==> src/rtl/cpu_pkg.sv <==
// Shared definitions for the pipeline memory-port logic.
//   - default address/data widths
//   - arbiter state and owner encodings
//   - latency counter width and legal MEM_LAT ceiling
//   - pick_owner: contention rule between fetch and data requests
package cpu_pkg;

  localparam int ADDR_W_DEF  = 32;
  localparam int DATA_W_DEF  = 32;
  localparam int LAT_CNT_W   = 4;
  localparam int MEM_LAT_MAX = 15;

  typedef enum logic [1:0] {
    IDLE  = 2'd0,
    ISSUE = 2'd1,
    WAIT  = 2'd2,
    RESP  = 2'd3
  } arb_state_t;

  typedef enum logic {
    OWN_IF = 1'b0,
    OWN_DM = 1'b1
  } owner_t;

  // Data wins unless it won last time and fetch is also waiting.
  // Only meaningful when at least one request is pending.
  function automatic owner_t pick_owner(input logic if_pend, input logic dm_pend,
                                        input owner_t last);
    if (dm_pend && (!if_pend || last == OWN_IF)) return OWN_DM;
    return OWN_IF;
  endfunction

endpackage

==> src/rtl/mem_lat_counter.sv <==
// Loadable down-counter that times the fixed memory latency.
// Ports:
//   clk, rst_n  clock, async active-low reset
//   load        load load_val this cycle (takes priority over dec)
//   load_val    start value
//   dec         count down this cycle
//   done        high in the dec cycle in which the count reaches zero
module mem_lat_counter
  import cpu_pkg::*;
(
  input  logic                 clk,
  input  logic                 rst_n,
  input  logic                 load,
  input  logic [LAT_CNT_W-1:0] load_val,
  input  logic                 dec,
  output logic                 done
);

  logic [LAT_CNT_W-1:0] cnt_q;

  always_ff @(posedge clk or negedge rst_n) begin
    if (!rst_n) begin
      cnt_q <= '0;
    end else if (load) begin
      cnt_q <= load_val;
    end else if (dec && (cnt_q != '0)) begin
      cnt_q <= cnt_q - 1'b1;
    end
  end

  // Terminal count: this decrement takes the counter to zero.
  assign done = dec && (cnt_q == LAT_CNT_W'(1));

endmodule

==> src/rtl/mem_port_arbiter.sv <==
// Shares one single-ported memory between instruction fetch (if_*) and the
// data-memory stage (dm_*). Requests are serialised, each access strobes
// mem_en for one cycle, read data is captured MEM_LAT cycles later and the
// owner gets a one-cycle valid pulse. pipe_stall holds the pipeline while
// either requester is still waiting.
// Ports:
//   clk, rst_n                      clock, async active-low reset
//   if_req/if_addr                  fetch request (level) and PC
//   if_rdata/if_valid               fetched word and completion pulse
//   dm_req/dm_we/dm_addr/dm_wdata   data request (level), store flag, addr, data
//   dm_rdata/dm_valid               load data and completion pulse
//   mem_en/mem_we/mem_addr/mem_wdata  memory strobe and command
//   mem_rdata                       memory read data (MEM_LAT after mem_en)
//   pipe_stall                      global pipeline freeze
//
// state | meaning
// IDLE  | choose a requester, latch its command
// ISSUE | mem_en for one cycle, start latency counter
// WAIT  | count down; capture mem_rdata on terminal count
// RESP  | pulse owner's valid, then back to IDLE
module mem_port_arbiter
  import cpu_pkg::*;
#(
  parameter int ADDR_W  = ADDR_W_DEF,
  parameter int DATA_W  = DATA_W_DEF,
  parameter int MEM_LAT = 2
) (
  input  logic              clk,
  input  logic              rst_n,
  input  logic              if_req,
  input  logic [ADDR_W-1:0] if_addr,
  output logic [DATA_W-1:0] if_rdata,
  output logic              if_valid,
  input  logic              dm_req,
  input  logic              dm_we,
  input  logic [ADDR_W-1:0] dm_addr,
  input  logic [DATA_W-1:0] dm_wdata,
  output logic [DATA_W-1:0] dm_rdata,
  output logic              dm_valid,
  output logic              mem_en,
  output logic              mem_we,
  output logic [ADDR_W-1:0] mem_addr,
  output logic [DATA_W-1:0] mem_wdata,
  input  logic [DATA_W-1:0] mem_rdata,
  output logic              pipe_stall
);

  if (MEM_LAT < 1 || MEM_LAT > MEM_LAT_MAX) begin : g_bad_mem_lat
    $error("mem_port_arbiter: MEM_LAT=%0d is outside 1..%0d", MEM_LAT, MEM_LAT_MAX);
  end

  localparam logic [LAT_CNT_W-1:0] LAT_LOAD = LAT_CNT_W'(MEM_LAT);

  arb_state_t        state_q, state_d;
  owner_t            owner_q, grant_own;
  logic              if_pend, dm_pend, any_pend;
  logic [ADDR_W-1:0] addr_q;
  logic              we_q;
  logic [DATA_W-1:0] wdata_q;
  logic [DATA_W-1:0] if_rdata_q, dm_rdata_q;
  logic              cnt_load, cnt_dec, cnt_done;

  // A requester whose valid is high this cycle has just been served.
  assign if_pend   = if_req & ~if_valid;
  assign dm_pend   = dm_req & ~dm_valid;
  assign any_pend  = if_pend | dm_pend;
  // owner_q keeps the last winner after the access ends, so it doubles as
  // the last-grant history used for alternation.
  assign grant_own = pick_owner(if_pend, dm_pend, owner_q);

  always_ff @(posedge clk or negedge rst_n) begin
    if (!rst_n) state_q <= IDLE;
    else        state_q <= state_d;
  end

  always_comb begin
    state_d = state_q;
    case (state_q)
      IDLE:    if (any_pend) state_d = ISSUE;
      ISSUE:   state_d = WAIT;
      WAIT:    if (cnt_done) state_d = RESP;
      RESP:    state_d = IDLE;
      default: state_d = IDLE;
    endcase
  end

  always_comb begin
    mem_en   = 1'b0;
    mem_we   = 1'b0;
    if_valid = 1'b0;
    dm_valid = 1'b0;
    cnt_load = 1'b0;
    cnt_dec  = 1'b0;
    case (state_q)
      ISSUE: begin
        mem_en   = 1'b1;
        mem_we   = we_q;
        cnt_load = 1'b1;
      end
      WAIT:  cnt_dec = 1'b1;
      RESP: begin
        if_valid = (owner_q == OWN_IF);
        dm_valid = (owner_q == OWN_DM);
      end
      default: ;
    endcase
  end

  // Command latch: requester inputs are only sampled at the grant.
  always_ff @(posedge clk or negedge rst_n) begin
    if (!rst_n) begin
      owner_q <= OWN_IF;
      addr_q  <= '0;
      we_q    <= 1'b0;
      wdata_q <= '0;
    end else if (state_q == IDLE && any_pend) begin
      owner_q <= grant_own;
      if (grant_own == OWN_DM) begin
        addr_q  <= dm_addr;
        we_q    <= dm_we;
        wdata_q <= dm_wdata;
      end else begin
        addr_q  <= if_addr;
        we_q    <= 1'b0;
      end
    end
  end

  // Read-data capture; stores leave dm_rdata untouched.
  always_ff @(posedge clk or negedge rst_n) begin
    if (!rst_n) begin
      if_rdata_q <= '0;
      dm_rdata_q <= '0;
    end else if (state_q == WAIT && cnt_done) begin
      if (owner_q == OWN_IF)  if_rdata_q <= mem_rdata;
      else if (!we_q)         dm_rdata_q <= mem_rdata;
    end
  end

  mem_lat_counter u_lat_cnt (
    .clk      (clk),
    .rst_n    (rst_n),
    .load     (cnt_load),
    .load_val (LAT_LOAD),
    .dec      (cnt_dec),
    .done     (cnt_done)
  );

  assign mem_addr   = addr_q;
  assign mem_wdata  = wdata_q;
  assign if_rdata   = if_rdata_q;
  assign dm_rdata   = dm_rdata_q;
  assign pipe_stall = (if_req & ~if_valid) | (dm_req & ~dm_valid);

endmodule

==> config.mk <==
export PLATFORM = sky130hd
export DESIGN_NAME = mem_port_arbiter
export DESIGN_NICKNAME = d
export VERILOG_FILES = /design/src/rtl/cpu_pkg.sv /design/src/rtl/mem_lat_counter.sv /design/src/rtl/mem_port_arbiter.sv
export SDC_FILE = /design/constraint.sdc
export NUM_CORES = 1
export LEC_CHECK = 0
export BUFFER_PORTS_ARGS = -buffer_cell sky130_fd_sc_hd__buf_2
export CAP_MARGIN = 20
export CELL_PAD_IN_SITES_DETAIL_PLACEMENT = 1
export CELL_PAD_IN_SITES_GLOBAL_PLACEMENT = 1
export CORE_UTILIZATION = 32
export DETAILED_ROUTE_END_ITERATION = 8
export PLACE_DENSITY = 0.77
export SLEW_MARGIN = 20
export SYNTH_ARGS = -nofsm -noshare
export SYNTH_HDL_FRONTEND = slang
export SYNTH_SLANG_ARGS = --single-unit
==> constraint.sdc <==
create_clock -name clk -period 1.6 [get_ports clk]
set_input_delay 0.08 -clock clk [delete_from_list [all_inputs] [get_ports clk]]
set_output_delay 0.08 -clock clk [all_outputs]
set_load 0.01 [all_outputs]
==> qor.yml, run 1 <==
cts:
  cts.sinks: 136
  cts_tree: "yes"
  cts_buffer_depth: 2
  cts-root-buf: "clkbuf_16"
  clk_pin_slew_ps: 60
  worstSkewPairLatency_ps: 420
  cts_buffers: 17
  htree_levels: 4
setup_path:
  critPathLaunchType: "flop"
  crit_arrival_ps: 2120
  worstPathRequired_ps: 1900
  crit_fanout: 8
  end_kind: "flop"
  crit_type: "reg2reg"
die:
  num_io_pins: 266
  fp.dieH_um: 135
  start_util: 0.327
  die_area_mm2: 0.0181
  placementRows: 48
  fp.coreArea_mm2: 0.0172
  die_x_um: 135
synthesis:
  synth.area.mux_share: 0.251
  ys_ff_latch: 136
  synthCells: 396
  synth-simple-area-share: 0.0451
  synth_nets: 537
  ys_types: 34
  synth_top_family_by_area: "multiplexers"
  syn_area_mm2: 0.00563
  synth-compound-area-share: 0.0447
  synth_fa_ha_area_frac: 0.0178
  synthArstFlopShare: 1.00
  ys_seq_area_frac: 0.604
  synth_edf_count: 0
  yosys.area_share.xor_xnor: 0.00467
  yosysWarnings: 0
  synth_top_flop_cell: "dfrtp_1"
  syn_area_per_cell_um2: 14.2
placed_design:
  gp_congestion: 0.763
  dp.final_hpwl_um: 11400
  placedCellCount: 897
  io_buffers: 265
timing:
  fmax_mhz: 551
  rsz0062_at_grt: "true"
  drv_slew: 0
  setup_tns_ps: -19590
  setup-violations-final: 133
  clock-skew-final_ps: 9.40
  setup_ws_ps: -216
  period_needed_ps: 1820
  finalCritPeriodShare: 1.14
  relSlewSlack: 0.733
  tightest_slew_ps: 401
  finalHoldViolations: 0
flow_run:
  drv_cap: 0
power:
  ir_drop_uv: 854
  p_comb_frac: 0.477
  switchingPower_mw: 6.99
  pwr-share-clk: 0.201
  swShare: 0.356
  p_int_mw: 12.6
  p_per_area_mw_per_mm2: 1880
  p_leak_nw: 5.21
  p_seq_frac: 0.323
global_route:
  grt_antenna_before_repair: 0
  grt_max_degree: 44
  grt.total_usage: 0.234
  grt_pass1_vias: 5778
  globalRoute.totalOverflow: 0
  grt_pass1_wl_um: 32000
detailed_routing:
  drc: 0
  vias: 5209
  ant_nets: 0
  drtIter0Drc: 217
  viasPerCell: 4.74
  wire_per_inst_um: 21.0
  drt_wl_total_um: 23100
  first_pass_iters: 5
outcome:
  status: "finished with violations"
  violations: "negative setup slack"
layout:
  finalNonFillerCells: 1099
  layout.nets: 1001
  synthToLayoutAreaGrowth_pct: 85.8
  seqCellArea_mm2: 0.00341
  multiInputGateArea_mm2: 0.00255
  final_common_cell: "buf_2"
  drive_gt1_frac: 0.588
  num-fill-cells: 1742
  final_cell_mix: "buf_2, dfrtp_1, dlygate4sd3_1, mux2_4, mux2_2"
hold_path:
  holdCritPathClass: "in2async"
## worst max-delay path: stages (launching register included)
cell       delay, ps
dfrtp_1          410
inv_2            100
ha_4             130
nor3b_4          230
nand2_2           90
nor2_4           130
buf_6            130
clkbuf_16        170
mux2_4           310
## final cells by class
type | count | area share
clock inverters | 13 | 0.0138
well taps | 225 | 0.0269
flip-flops and latches | 136 | 0.326
multi-input cells | 234 | 0.244
repair buffers | 465 | 0.345
inverters | 6 | 0.00239
diodes | 1 | 0.000239
clock buffers | 19 | 0.0423
## path summary, 6_finish.rpt
| kind | from | to | slack [ps] | cells past startpoint |
|---|---|---|---|---|
| worst max-delay path | u_lat_cnt.cnt_q[1]$_DFFE_PN0P_ | if_rdata[28]$_DFFE_PN0P_ | -220 | 8 |
| max in group asynchronous | rst_n | state_q[0]$_DFFE_PN0P_ | 860 | 3 |
| worst min register to register | mem_addr[5]$_DFFE_PN0P_ | mem_addr[5]$_DFFE_PN0P_ | 490 | 2 |
| worst max register to register | u_lat_cnt.cnt_q[1]$_DFFE_PN0P_ | if_rdata[28]$_DFFE_PN0P_ | -220 | 8 |
| worst min-delay path | rst_n | dm_rdata[2]$_DFFE_PN0P_ | 140 | 2 |
| min in group clk | dm_req | mem_addr[6]$_DFFE_PN0P_ | 300 | 5 |
## per-stage QoR
stage	hold WS (ps)	power [mW]	util	setup WS, ps	area (um^2)
after floorplan	-216	9.63	-	-50.1	5720
after global placement	18.1	12.3	0.435	-82.2	7490
after detailed placement	23.7	12.7	0.435	-173	7490
after CTS	15.3	18.2	0.574	-150	9900
after global routing	171	20.6	0.607	-272	10500
final	145	19.6	0.607	-216	10500
## what timing repair did
item,in CTS,in global routing
cloned,6,10
setup endpoints to repair,136,139
pin swaps,5,20
hold endpoints to repair,264,1
buffers inserted,14,11
hold buffers,128,2
gates resized for setup,81,91
## cells in the mapped netlist, drive strengths merged, types with 3 or more instances
master,number,area (um^2)
buf,17,150
clkbuf,3,11.3
dfrtp,136,3400
ha,8,100
inv,6,22.5
mux2,97,1090
mux2i,32,320
nand2,35,134
nor2,7,36.3
o21ai,33,165
## sequential cells by signal (all words and copies together), names as in the netlist
signal,count
mem_wdata,32
we_q,1
u_lat_cnt.cnt_q,4
owner_q,1
mem_addr,32
if_rdata,32
state_q,2
dm_rdata,32
## per-layer routing
| metal | up-vias | wire length [um] | track usage | share of wire |
|---|---|---|---|---|
| met4 | 0 | 641 | 0.0918 | 0.028 |
| met2 | 213 | 13000 | 0.436 | 0.56 |
| met1 | 2627 | 8300 | 0.249 | 0.36 |
| li1 | 2321 | - | - | - |
| met5 | - | 0 | 0 | 0 |
| met3 | 48 | 1120 | 0.0612 | 0.049 |
## logic make-up (layout without fill, tap and decap cells)
logic type | after synthesis | count (layout)
xor+xnor | 3 | 3
compound gates | 41 | 41
other cells | 0 | 1
buf+inv | 26 | 503
mux | 129 | 129
flops | 136 | 136
simple gates | 53 | 53
fa+ha+maj | 8 | 8
## power by group through the flow
| stage | combinational, mW | sequential [mW] | clock, mW |
|---|---|---|---|
| CTS | 7.99 | 6.20 | 3.98 |
| global route | 9.93 | 6.52 | 4.18 |
| finish | 9.36 | 6.34 | 3.94 |
| floorplan | 2.77 | 6.86 | 0 |
| global placement | 6.25 | 6.04 | 0 |
| detailed placement | 6.54 | 6.17 | 0 |
(Power assumes the default switching activity.)
==> run 2: changes to the inputs <==
Settings changed: PLACE_DENSITY 0.77 to unset, PLACE_DENSITY_LB_ADDON set to 0.1.
==> run 2 against run 1 <==
Compared with the run above:
- the run still ends with negative setup slack left
- sequential share of layout area up 2.3 points
- clock skew up 2.8 ps
- register-to-register slack better by 80 ps
- utilization down 4.0 points
- sequential power down 3%
- sequential cell count unchanged
- combinational power down 16%
- cell count down 2.9%
- critical path type unchanged
- critical endpoint is now mem_wdata[22]$_DFFE_PN0P_
- largest power group unchanged
==> qor.yml, run 2 (synthesis gave the netlist of run 1 again) <==
setup_path:
  r2r-start: "state_q[0]$_DFFE_PN0P_"
  cp_slowest_cell: "dfrtp_2"
  crit_fanout: 8  # unchanged
  worstPathRequired_ps: 1900  # about the same
  startpoint: "state_q[0]$_DFFE_PN0P_"
  crit_arrival_ps: 2030  # -90 ps
  critPathLaunchType: "flop"
  r2r_slack_ps: -130  # +80 ps
  end_kind: "flop"
  crit_type: "reg2reg"
  cp_num_buf_inv: 1  # -2
  max_stage_delay_ps: 450  # +40 ps
  worstPathCellList: "ha_4 -> o21ai_2 -> nand2_2 -> nor2_4 -> clkbuf_16 -> mux2_2"
  path_delay_family: "flip-flops"
power:
  p_leak_nw: 4.91  # -5.8%
  ir_drop_uv: 775  # -9.2%
  p_per_area_mw_per_mm2: 1810  # -3.7%
hold_path:
  holdCritPathClass: "in2async"
timing:
  relSlewSlack: 0.703  # -0.0302
  setup_ws_ps: -133  # +83.8 ps
  finalCritPeriodShare: 1.08  # -0.0524
  clock-skew-final_ps: 12.2  # +2.77 ps
  finalHoldViolations: 0  # unchanged
  drv_slew: 0  # unchanged
  tightest_slew_ps: 446  # +45.3 ps
  fmax_mhz: 577  # +4.8%
  period_needed_ps: 1730  # -83.8 ps
  setup-violations-final: 127  # -4.5%
  rsz0062_at_grt: "true"
outcome:
  status: "finished with violations"
  violations: "negative setup slack"
detailed_routing:
  drc: 0  # unchanged
  ant_nets: 0  # unchanged
  drtIter0Drc: 92  # -58%
  vias: 4869  # -6.5%
  drt_wl_total_um: 18300  # -21%
  viasPerCell: 4.56  # -3.7%
  first_pass_iters: 4  # -1
  wire_per_inst_um: 17.1  # -18%
cts:
  cts.sinks: 136  # unchanged
  cts_buffers: 17  # unchanged
  cts_tree: "yes"
  clk_pin_slew_ps: 60  # about the same
  htree_levels: 4  # unchanged
  cts_buffer_depth: 2  # unchanged
  cts-root-buf: "clkbuf_16"
  worstSkewPairLatency_ps: 420  # about the same
layout:
  layout.nets: 971  # -3.0%
  multiInputGateArea_mm2: 0.00235  # -7.8%
  final_common_cell: "buf_2"
  synthToLayoutAreaGrowth_pct: 73.6
  final_cell_mix: "buf_2, dfrtp_1, dlygate4sd3_1, mux2_2, mux2_4"
  num-fill-cells: 1764  # +1.3%
  drive_gt1_frac: 0.549  # -0.0389
  seqCellArea_mm2: 0.00341  # about the same
  finalNonFillerCells: 1067  # -2.9%
  insertedDiodeCount: 0  # -1
flow_run:
  drv_cap: 0  # unchanged
placed_design:
  dp.final_hpwl_um: 11200  # -1.5%
  io_buffers: 265  # unchanged
  placedCellCount: 894  # -0.33%
  gp_congestion: 0.735  # -3.6%
  place_worst_setup_slack_ps: -175  # -2.17 ps
global_route:
  grt_pass1_wl_um: 27700  # -13%
  grt.total_usage: 0.197  # -0.0371
  grt_antenna_before_repair: 0  # unchanged
  grt_max_degree: 44  # unchanged
  grt_pass1_vias: 5371  # -7.0%
  globalRoute.totalOverflow: 0  # unchanged
die:
  die_area_mm2: 0.0181  # unchanged
  num_io_pins: 266  # unchanged
  start_util: 0.327  # unchanged
  die_x_um: 135  # unchanged
  fp.coreArea_mm2: 0.0172  # unchanged
  placementRows: 48  # unchanged
  fp.dieH_um: 135  # unchanged
## run 2: cell count changes in the layout (fill, tap and decap cells not counted), sizes merged
cell,previous run,this run
buf,327,301
clkbuf,27,22
inv,9,10
clkinv,4,5
clkinvlp,4,3
bufinv,2,1
diode,1,0
## run 2: routing by layer
metal | routed length, um | GRT usage
met5 | 0 | 0
met4 | 392 | 0.0780
met3 | 1150 | 0.0574
met2 | 9280 | 0.336
met1 | 7480 | 0.232
## run 2: stage by stage
step                      hold slack [ps]  cell area [um^2]   util  total power [mW]  setup TNS, ps
final                                 157              9780  0.567              17.7          -9260
after global routing                  188              9780  0.567              18.8         -19290
after CTS                             158              9450  0.548              16.9          -7790
after detailed placement             34.6              7500  0.435              12.7          -9940
after global placement               35.8              7500  0.435              12.4          -4050
after floorplan                      -216              5720      -              9.63          -2440
## run 2: worst paths after layout
kind	end	cells past startpoint
worst max-delay path	mem_wdata[22]$_DFFE_PN0P_	6
worst min-delay path	dm_rdata[2]$_DFFE_PN0P_	2
worst max register to register	mem_wdata[22]$_DFFE_PN0P_	6
worst min register to register	mem_addr[0]$_DFFE_PN0P_	2
max in group asynchronous	state_q[1]$_DFFE_PN0P_	3
min in group clk	state_q[0]$_DFFE_PN0P_	3
## run 2: area by class of cell
class	instances	area share
clock buffers	18	0.0449
clock inverters	13	0.0123
inverters	6	0.00256
multi-input cells	234	0.241
flip-flops and latches	136	0.348
well taps	225	0.0288
repair buffers	435	0.322
## run 2: power by group
| group | switching (mW) | internal [mW] |
|---|---|---|
| Combinational | 3.64 | 4.19 |
| Sequential | 0.980 | 5.18 |
| Clock | 1.50 | 2.18 |
## run 2: timing repair
action / CTS / global route
hold buffers: 130 / 0
endpoints found under the hold margin: 265 / 0
pin swaps: 4 / 12
setup buffers: 3 / 5
gates cloned: 0 / 5
resized for setup: 18 / 69
setup endpoints to repair: 127 / 139
==> run 3: changes to the inputs <==
Settings changed: BUFFER_PORTS_ARGS -buffer_cell sky130_fd_sc_hd__buf_2 to unset, CORE_MARGIN set to 8, CORE_UTILIZATION 32 to 44, DONT_BUFFER_PORTS set to 1.
==> run 3 against run 2 <==
Compared with the run above:
- the run now fails in 4_1_cts
- synthesized cell count unchanged
- area after synthesis stayed put
==> qor.yml, run 3 <==
synthesis:
  synthCells: 396  # unchanged
  synth.most_common_cell: "dfrtp_1"
  synth_edf_count: 0  # unchanged
  synth_nets: 537  # unchanged
  synthArstFlopShare: 1.00  # unchanged
  synth_top_flop_cell: "dfrtp_1"
  synth_area_leader_cell: "dfrtp_1"
  syn_area_mm2: 0.00563  # unchanged
  ys_types: 34  # unchanged
  syn_area_per_cell_um2: 14.2  # unchanged
  yosysWarnings: 0  # unchanged
  ys_seq_area_frac: 0.604  # unchanged
  netlist_top_cells_count: "dfrtp_1, mux2_2, nand2_1, mux2i_1, mux2_1"
  synth_top_area_frac: 0.604  # unchanged
  synth_top_cells_by_area: "dfrtp_1, mux2_2, mux2_1, mux2i_1, nand2_1"
  ys_ff_latch: 136  # unchanged
die:
  die_x_um: 129  # -4.1%
  fp.dieH_um: 129  # -4.1%
  placementRows: 41  # -15%
  num_io_pins: 266  # unchanged
  start_util: 0.448  # +0.121
placed_design:
  io_buffers: 0  # -100%
  dp.final_hpwl_um: 10400  # -7.5%
  placedCellCount: 576  # -36%
  place_worst_setup_slack_ps: -158  # +17.4 ps
  gp_congestion: 0.745  # +1.3%
cts:
  cts_resized: 40  # +22
  cts.sinks: 136  # unchanged
  cts_buffer_depth: 2  # unchanged
  cts_setup_buffers: 5  # +2
  cts_buffers: 17  # unchanged
  htree_levels: 4  # unchanged
  cts-root-buf: "clkbuf_16"
  cts.hold.buffers_added: 124  # -4.6%
outcome:
  status: "stopped before the end"
  tool.error: "[ERROR RSZ-0060] Max buffer count reached."
  failed_stage: "4_1_cts"
-- run 3: cell counts after synthesis --
No cell type changed its count.
-- run 3: cell families after synthesis --
group | synth area share
AOI/OAI and AO/OA | 0.0447
xor gates and xnor gates | 0.00467
adders and majority gates | 0.0178
buffers and inverters | 0.0327
DFF | 0.604
muxes | 0.251
and+or+nand+nor | 0.0451
-- run 3: metrics by stage --
step / hold slack, ps / utilization / instance area (um^2)
2_1_floorplan: -216 / - / 5720
3_3_place_gp: -212 / 0.482 / 6060
3_5_place_dp: -212 / 0.482 / 6060
==> run 4: changes to the inputs <==
Settings changed: CELL_PAD_IN_SITES_DETAIL_PLACEMENT 1 to unset, CELL_PAD_IN_SITES_GLOBAL_PLACEMENT 1 to unset, CORE_UTILIZATION 44 to 30, PLACE_DENSITY_LB_ADDON 0.1 to 0.15.
Clock period 1.6 ns to 2.1 ns, I/O delays scaled along.
==> run 4 against run 3 <==
Compared with the run above:
- the flow now finishes, with violations (negative hold slack)
==> qor.yml, run 4 (synthesis gave the netlist of run 1 again) <==
outcome:
  status: "finished with violations"
  violations: "negative hold slack"
power:
  p_per_area_mw_per_mm2: 1410
  totalPowerFinal_mw: 10.9
  p_leak_nw: 3.46
  ir_drop_uv: 569
setup_path:
  crit_top_cell: "inv_1"
  r2r-start: "state_q[0]$_DFFE_PN0P_"
  worstPathRequired_ps: 2390
  end_kind: "flop"
  r2r_slack_ps: 220
  worstPathCellList: "inv_1 -> ha_1 -> inv_1 -> o32ai_2 -> nor2_1 -> mux2_2"
  crit_arrival_ps: 2160
  max_stage_delay_ps: 410
  crit_type: "reg2reg"
  crit_fanout: 4
  cp_slowest_cell: "dfrtp_1"
  r2r_cells: 6
  worstReg2RegEnd: "state_q[1]$_DFFE_PN0P_"
  critPathLaunchType: "flop"
layout:
  seqCellArea_mm2: 0.00340
  drive_gt1_frac: 0.212
  final_common_cell: "dfrtp_1"
  layout.nets: 671
  insertedDiodeCount: 0
  multiInputGateArea_mm2: 0.00208
  synthToLayoutAreaGrowth_pct: 37.3
  num-fill-cells: 1670
  final_cell_mix: "dfrtp_1, dlygate4sd3_1, mux2_2, nand2_1, mux2i_1"
timing:
  fmax_mhz: 533
  drv_slew: 0
  hold_slack_ps: -607
  setup-violations-final: 0
  finalHoldViolations: 136
  tightest_slew_ps: 536
  relSlewSlack: 0.642
  rsz0062_at_grt: "false"
  setup_tns_ps: 0
  period_needed_ps: 1880
  clock-skew-final_ps: 11.7
  finalCritPeriodShare: 0.894
hold_path:
  holdCritPathClass: "in2async"
global_route:
  met3_usage: 0.0699
  grtUsageMet2: 0.217
  grt_pass1_wl_um: 23800
  globalRoute.totalOverflow: 0
  grt_pass1_vias: 4152
  grt.total_usage: 0.129
  gr-usage-met1: 0.134
  grt_antenna_before_repair: 0
  grt-busiest-layer: "met2"
  grt_max_degree: 137
placed_design:
  dp.final_hpwl_um: 9960  # -3.8%
  io_buffers: 0  # unchanged
  gp_congestion: 0.713  # -4.4%
detailed_routing:
  first_pass_iters: 4
  drt_wl_total_um: 15100
  drtIter0Drc: 120
  ant_nets: 0
  viasPerCell: 4.64
  wire_per_inst_um: 19.4
  drc: 0
  vias: 3604
die:
  start_util: 0.303  # -0.145
  fp.coreArea_mm2: 0.0186
  placementRows: 50  # +22%
  num_io_pins: 266  # unchanged
  die_area_mm2: 0.0234
  fp.dieH_um: 153  # +18%
  die_x_um: 153  # +18%
cts:
  clk_pin_slew_ps: 60
  cts_buffers: 17  # unchanged
  cts_resized: 0  # -100%
  cts-root-buf: "clkbuf_16"
  worstSkewPairLatency_ps: 410
  htree_levels: 4  # unchanged
  cts_buffer_depth: 2  # unchanged
  cts_setup_buffers: 0  # -5
  cts.sinks: 136  # unchanged
  cts_tree: "yes"
  cts.hold.buffers_added: 129  # +4.0%
flow_run:
  drv_cap: 0
==> run 4: area by class of cell <==
cell class,count,area share
Clock buffer,20,0.0604
Sequential cell,136,0.440
Timing Repair Buffer,134,0.178
Tap cell,234,0.0379
Clock inverter,12,0.0118
Inverter,6,0.00291
Multi-Input combinational cell,235,0.268
==> run 4: worst max-delay path by stage <==
stage,start,to,slack (ps),cells past startpoint
floorplan,state_q[0]$_DFFE_PN0P_,if_rdata[10]$_DFFE_PN0P_,370,7
global placement,state_q[0]$_DFFE_PN0P_,mem_addr[21]$_DFFE_PN0P_,240,5
detailed placement,state_q[0]$_DFFE_PN0P_,mem_addr[15]$_DFFE_PN0P_,160,5
CTS,state_q[0]$_DFFE_PN0P_,mem_addr[15]$_DFFE_PN0P_,180,5
global route,state_q[0]$_DFFE_PN0P_,mem_addr[0]$_DFFE_PN0P_,80,6
finish,state_q[0]$_DFFE_PN0P_,state_q[1]$_DFFE_PN0P_,220,6
==> run 4: stage by stage <==
| step | hold slack, ps | cell area [um^2] | setup WS, ps | instances | util |
|---|---|---|---|---|---|
| floorplan | -191 | 5630 | 367 | 396 | - |
| global placement | -187 | 5870 | 238 | 615 | 0.316 |
| detailed placement | -187 | 5870 | 161 | 615 | 0.316 |
| CTS | -634 | 7720 | 179 | 776 | 0.415 |
| global route | -640 | 7730 | 81.9 | 777 | 0.416 |
| finish | -607 | 7730 | 223 | 777 | 0.416 |
==> run 4: power breakdown <==
group | internal [mW] | switching, mW | leakage, nW
Clock | 1.62 | 1.15 | 0.262
Sequential | 3.95 | 1.65 | 1.66
Combinational | 1.42 | 1.12 | 1.54
Total | 6.98 | 3.92 | 3.46
==> run 4: worst max-delay path, delay by kind of cell, from the launching register on <==
family	cells	cell delay, ps
flops	1	410
compound gates	1	360
fa+ha+maj	1	320
mux	1	280
buf+inv	2	260
simple gates	1	120
==> run 4: routing by layer <==
metal / share of wire / up-vias / routed length [um]
met1: 0.37 / 1744 / 5650
met4: 0.016 / 0 / 237
met3: 0.12 / 16 / 1820
met5: 0 / - / 0
li1: - / 1657 / -
met2: 0.49 / 187 / 7390
